==> src/rtl/mux_8x1_rr.sv <==
// mux_8x1_rr
// Eight-channel round-robin collector. Merges eight valid/ready input streams
// onto one registered output stream, tagging each word with its source lane.
//
// Ports:
//   clk_i    - single clock, rising edge
//   rst_i    - synchronous, active-high reset
//   valid_i  - per-channel valid, bit k qualifies data_i[k]
//   data_i   - per-channel data words
//   ready_o  - per-channel ready, one-hot or zero
//   valid_o  - output word valid
//   data_o   - output word
//   sel_o    - source channel index of data_o
//   ready_i  - downstream ready
module mux_8x1_rr #(
  parameter int N = 3
) (
  input  logic             clk_i,
  input  logic             rst_i,
  input  logic [7:0]       valid_i,
  input  logic [7:0][N:0]  data_i,
  output logic [7:0]       ready_o,
  output logic             valid_o,
  output logic [N:0]       data_o,
  output logic [2:0]       sel_o,
  input  logic             ready_i
);

  logic       valid_q, valid_d;
  logic [N:0] data_q,  data_d;
  logic [2:0] sel_q,   sel_d;
  logic [2:0] ptr_q,   ptr_d;

  logic       load_en_s;
  logic       found_s;
  logic [2:0] win_s;
  logic [2:0] idx_s;
  logic       grant_s;

  // Output register can accept a new word when empty or draining this cycle.
  assign load_en_s = ~valid_q | ready_i;

  // Round-robin search: scan from the highest offset down so the lowest
  // offset from ptr_q (the nearest valid channel) is the last one written.
  always_comb begin
    found_s = 1'b0;
    win_s   = 3'd0;
    idx_s   = 3'd0;
    for (int i = 7; i >= 0; i--) begin
      idx_s   = ptr_q + 3'(i);
      win_s   = valid_i[idx_s] ? idx_s : win_s;
      found_s = found_s | valid_i[idx_s];
    end
  end

  // Reset masks the grant so no channel is consumed while rst_i is high.
  assign grant_s = found_s & load_en_s & ~rst_i;

  // One-hot ready towards the winning channel only.
  always_comb begin
    ready_o = 8'd0;
    if (grant_s) begin
      ready_o = 8'd1 << win_s;
    end else begin
      ready_o = 8'd0;
    end
  end

  // Next-state: load on a transfer, empty on an idle load slot, else hold.
  always_comb begin
    valid_d = valid_q;
    data_d  = data_q;
    sel_d   = sel_q;
    ptr_d   = ptr_q;
    if (grant_s) begin
      valid_d = 1'b1;
      data_d  = data_i[win_s];
      sel_d   = win_s;
      ptr_d   = win_s + 3'd1;
    end else if (load_en_s) begin
      valid_d = 1'b0;
    end else begin
      valid_d = valid_q;
    end
  end

  // State registers with synchronous reset; reset drops any held word.
  always_ff @(posedge clk_i) begin
    if (rst_i) begin
      valid_q <= 1'b0;
      data_q  <= '0;
      sel_q   <= 3'd0;
      ptr_q   <= 3'd0;
    end else begin
      valid_q <= valid_d;
      data_q  <= data_d;
      sel_q   <= sel_d;
      ptr_q   <= ptr_d;
    end
  end

  assign valid_o = valid_q;
  assign data_o  = data_q;
  assign sel_o   = sel_q;

endmodule

==> config.mk <==
export PLATFORM = sky130hd
export DESIGN_NAME = mux_8x1_rr
export DESIGN_NICKNAME = d
export VERILOG_FILES = /design/src/rtl/mux_8x1_rr.sv
export SDC_FILE = /design/constraint.sdc
export NUM_CORES = 1
export LEC_CHECK = 0
export ABC_AREA = 1
export CAP_MARGIN = 5
export CORE_UTILIZATION = 45
export DETAILED_ROUTE_END_ITERATION = 8
export PLACE_DENSITY_LB_ADDON = 0.1
export SYNTH_ARGS = -nofsm -noshare
export SYNTH_HDL_FRONTEND = slang
export SYNTH_SLANG_ARGS = --single-unit
==> constraint.sdc <==
create_clock -name clk_i -period 3.7 [get_ports clk_i]
set_clock_uncertainty 0.15 [all_clocks]
set_input_delay 0.74 -clock clk_i [delete_from_list [all_inputs] [get_ports clk_i]]
set_output_delay 0.74 -clock clk_i [all_outputs]
set_load 0.02 [all_outputs]
==> impl_results.md <==
* IO Pins at 59
* Synth area leader: nand2_1
* Final Hold Fails at 0
* Die ar. at 3700 µm²
* GRT overflow at 0
* Die width at between 60 and 70 µm
* Worst Path Arrival at around 2.7 ns
* Synth Instances at 276
* Clock Tree Buf Depth at 2
* CP Data Required Time at 2.81 ns
* All-Layer GR Usage at roughly 26%
* First-pass GRT wire length at around 7200 µm
* Util after Layout at ~76%
* Mapped Area at ~1600 µm²
* Vias in the first global route at approximately 1900
* Vias at 2115
* Slew Viols, Final at 0
* Antenna-violating nets left at 0
* Drt total wl at roughly 5100 µm
* Routability Congestion at slightly below 1
* Ys Warns at 0
* Initial core utilization at roughly 47%
* Clock tree sinks at 11
* Fin crit share at between 90% and 100%
* Register area at between 200 and 250 µm²
* Slew HR at between 60 and 70%
* Skew-Pair Late Insertion Delay at between 0.2 and 0.3 ns
* Share of cells above drive strength 1 at a little under a third
* Worst Path Max Fanout at 10
* Root buf cell: clkbuf_4
* Pin count of the biggest net entering global routing at 19
* Die Y at 60.9 µm
* Detailed placer's ending HPWL at between 3000 and 4000 µm
* Port bufs at 58
* Synth area leaders: nand2_1, nand3_1, dfxtp_1, nand2_2, nand3_2
* Mapped Avg Cell Area at 5.65 µm²
* Area Growth Syn to Fin at 63.0%
* Reg clk slew, reported paths at approximately 0.070 ns
* Max Cap Viol at 0
* Critical path endpoint category: output port
* # setup viols final at 0
* Filler Cell Count at 280
* Synthesized Nets at 322
* Startpoint types: flip-flop
* H-tree levels at 1
* CTS tree: yes
* Synth cell types at 27
* CP Class: flip-flop to output port
* 1st-iter DRT viols at 96
* Rows at 21
* Post-synth top area share at 27.4%
* Worst Hold Class: flip-flop to flip-flop
* Footprint of the multi-input gates at 1310 µm²
* Min Tclk post-route at around 3.6 ns
* Final nets at 414
* DRT Pass-1 Iters at 4
* Hold WS at 0.319 ns
* Final setup margin at 0.138 ns
* Status: completed
* Vias/cell at 5.12
* DRC viols at 0
* Sequential share of the synthesized area at 14.1%
* Cts bufs inserted at 3
* Antenna fix cells at 0
* Pre-CTS setup slack at -0.487 ns
* Flops & latches, synth at 11
* Fmax at about 280 MHz
* Initial antenna violation count at 0
* Hold-fix buffers, CTS at 0
* Core region area at 3340 µm²
* Setup slack, reg-to-reg at roughly 0.8 ns
* Worst slew pin tran at about 0.45 ns
* Drt wl/cell at about 12 µm
[stage by stage]
step           cells  setup TNS (ns)  cell area (µm²)
2_1_floorplan    276               0             1560
6_report         413               0             2540
3_3_place_gp     408           -2.95             2390
3_5_place_dp     408           -3.27             2390
5_1_grt          413          -0.156             2540
4_1_cts          412          -0.102             2410
[layout make-up]
class / count / area share (%)
well taps: 46 / 2.26
clock buffers: 4 / 1.03
flip-flops and latches: 11 / 8.67
repair buffers: 96 / 33.4
inverters: 21 / 3.10
multi-input cells: 235 / 51.6
[Yosys cell counts (all sizes together)]
library cell and number:
a21boi 2, a21oi 11, a22o 1, a31oi 2, buf 9, clkinv 1, dfxtp 11, ha 3
inv 20, nand2 133, nand3 59, nor2 16, nor3 1, nor4 1, o21ai 2, xnor2 2
xor2 2
[metal layers]
| metal | share of wire, % | vias up | GRT usage [%] |
|---|---|---|---|
| met5 | 0 | - | 0 |
| li1 | - | 1068 | - |
| met3 | 5.3 | 18 | 5.54 |
| met1 | 40 | 944 | 26.8 |
| met2 | 53 | 85 | 50.5 |
| met4 | 2.2 | 0 | 8.12 |
[path summary, 6_finish.rpt]
kind / start / to / depth (start not counted)
worst max-delay path: ptr_q[0] / ready_o[3] / 15
worst min-delay path: sel_o[2] / sel_o[2] / 2
worst max register to register: ptr_q[2] / data_o[0] / 22
worst min register to register: sel_o[2] / sel_o[2] / 2
[critical path: stages (launching register included)]
cell and delay [ns]:
dfxtp_1 0.32, buf_4 0.19, ha_1 0.26, xnor2_1 0.29, nand3_2 0.15, nand2_2 0.13, nor2_4 0.04, nand2_1 0.10
nor4_2 0.05, buf_4 0.13, nor2_1 0.07, nand2_1 0.11, nor2_2 0.15, inv_1 0.09, nor3_1 0.13, buf_2 0.19
[kinds of logic after synthesis]
logic type / synth area share, %
compound gates: 7.46
xor+xnor: 2.25
fa+ha+maj: 2.41
buf+inv: 10.4
flops: 14.1
simple gates: 63.4
[registers in the layout, summed over array words and instances (netlist names)]
name / count
data_o: 4
ptr_q: 3
valid_o: 1
sel_o: 3
[layout by cell type (no fill, tap or decap), types with 2 or more instances in the layout]
| cell type | Yosys | layout |
|---|---|---|
| o21ai_0 | 2 | 2 |
| clkbuf_4 | 0 | 3 |
| nand3_2 | 7 | 22 |
| nand3_1 | 51 | 36 |
| inv_2 | 5 | 5 |
| nand2_1 | 114 | 105 |
| dfxtp_1 | 11 | 11 |
| nor2_1 | 15 | 12 |
| dlymetal6s2s_1 | 0 | 8 |
| buf_2 | 3 | 7 |
| nand2_4 | 4 | 4 |
| xnor2_1 | 2 | 2 |
| a21oi_1 | 11 | 10 |
| nand2_2 | 15 | 24 |
| ha_1 | 3 | 2 |
| clkdlybuf4s50_1 | 0 | 42 |
| buf_4 | 2 | 39 |
| nor2_2 | 0 | 3 |
| a21boi_2 | 0 | 2 |
| inv_1 | 15 | 15 |
[repair_timing]
action,in CTS,in global routing
pin swaps,0,3
resized for setup,33,44
endpoints found under the setup margin,8,8
setup buffers,0,1
Power is left out: the tool's default activity adds up to more than one toggle a clock period on the data nets, which glitch-free logic cannot reach.
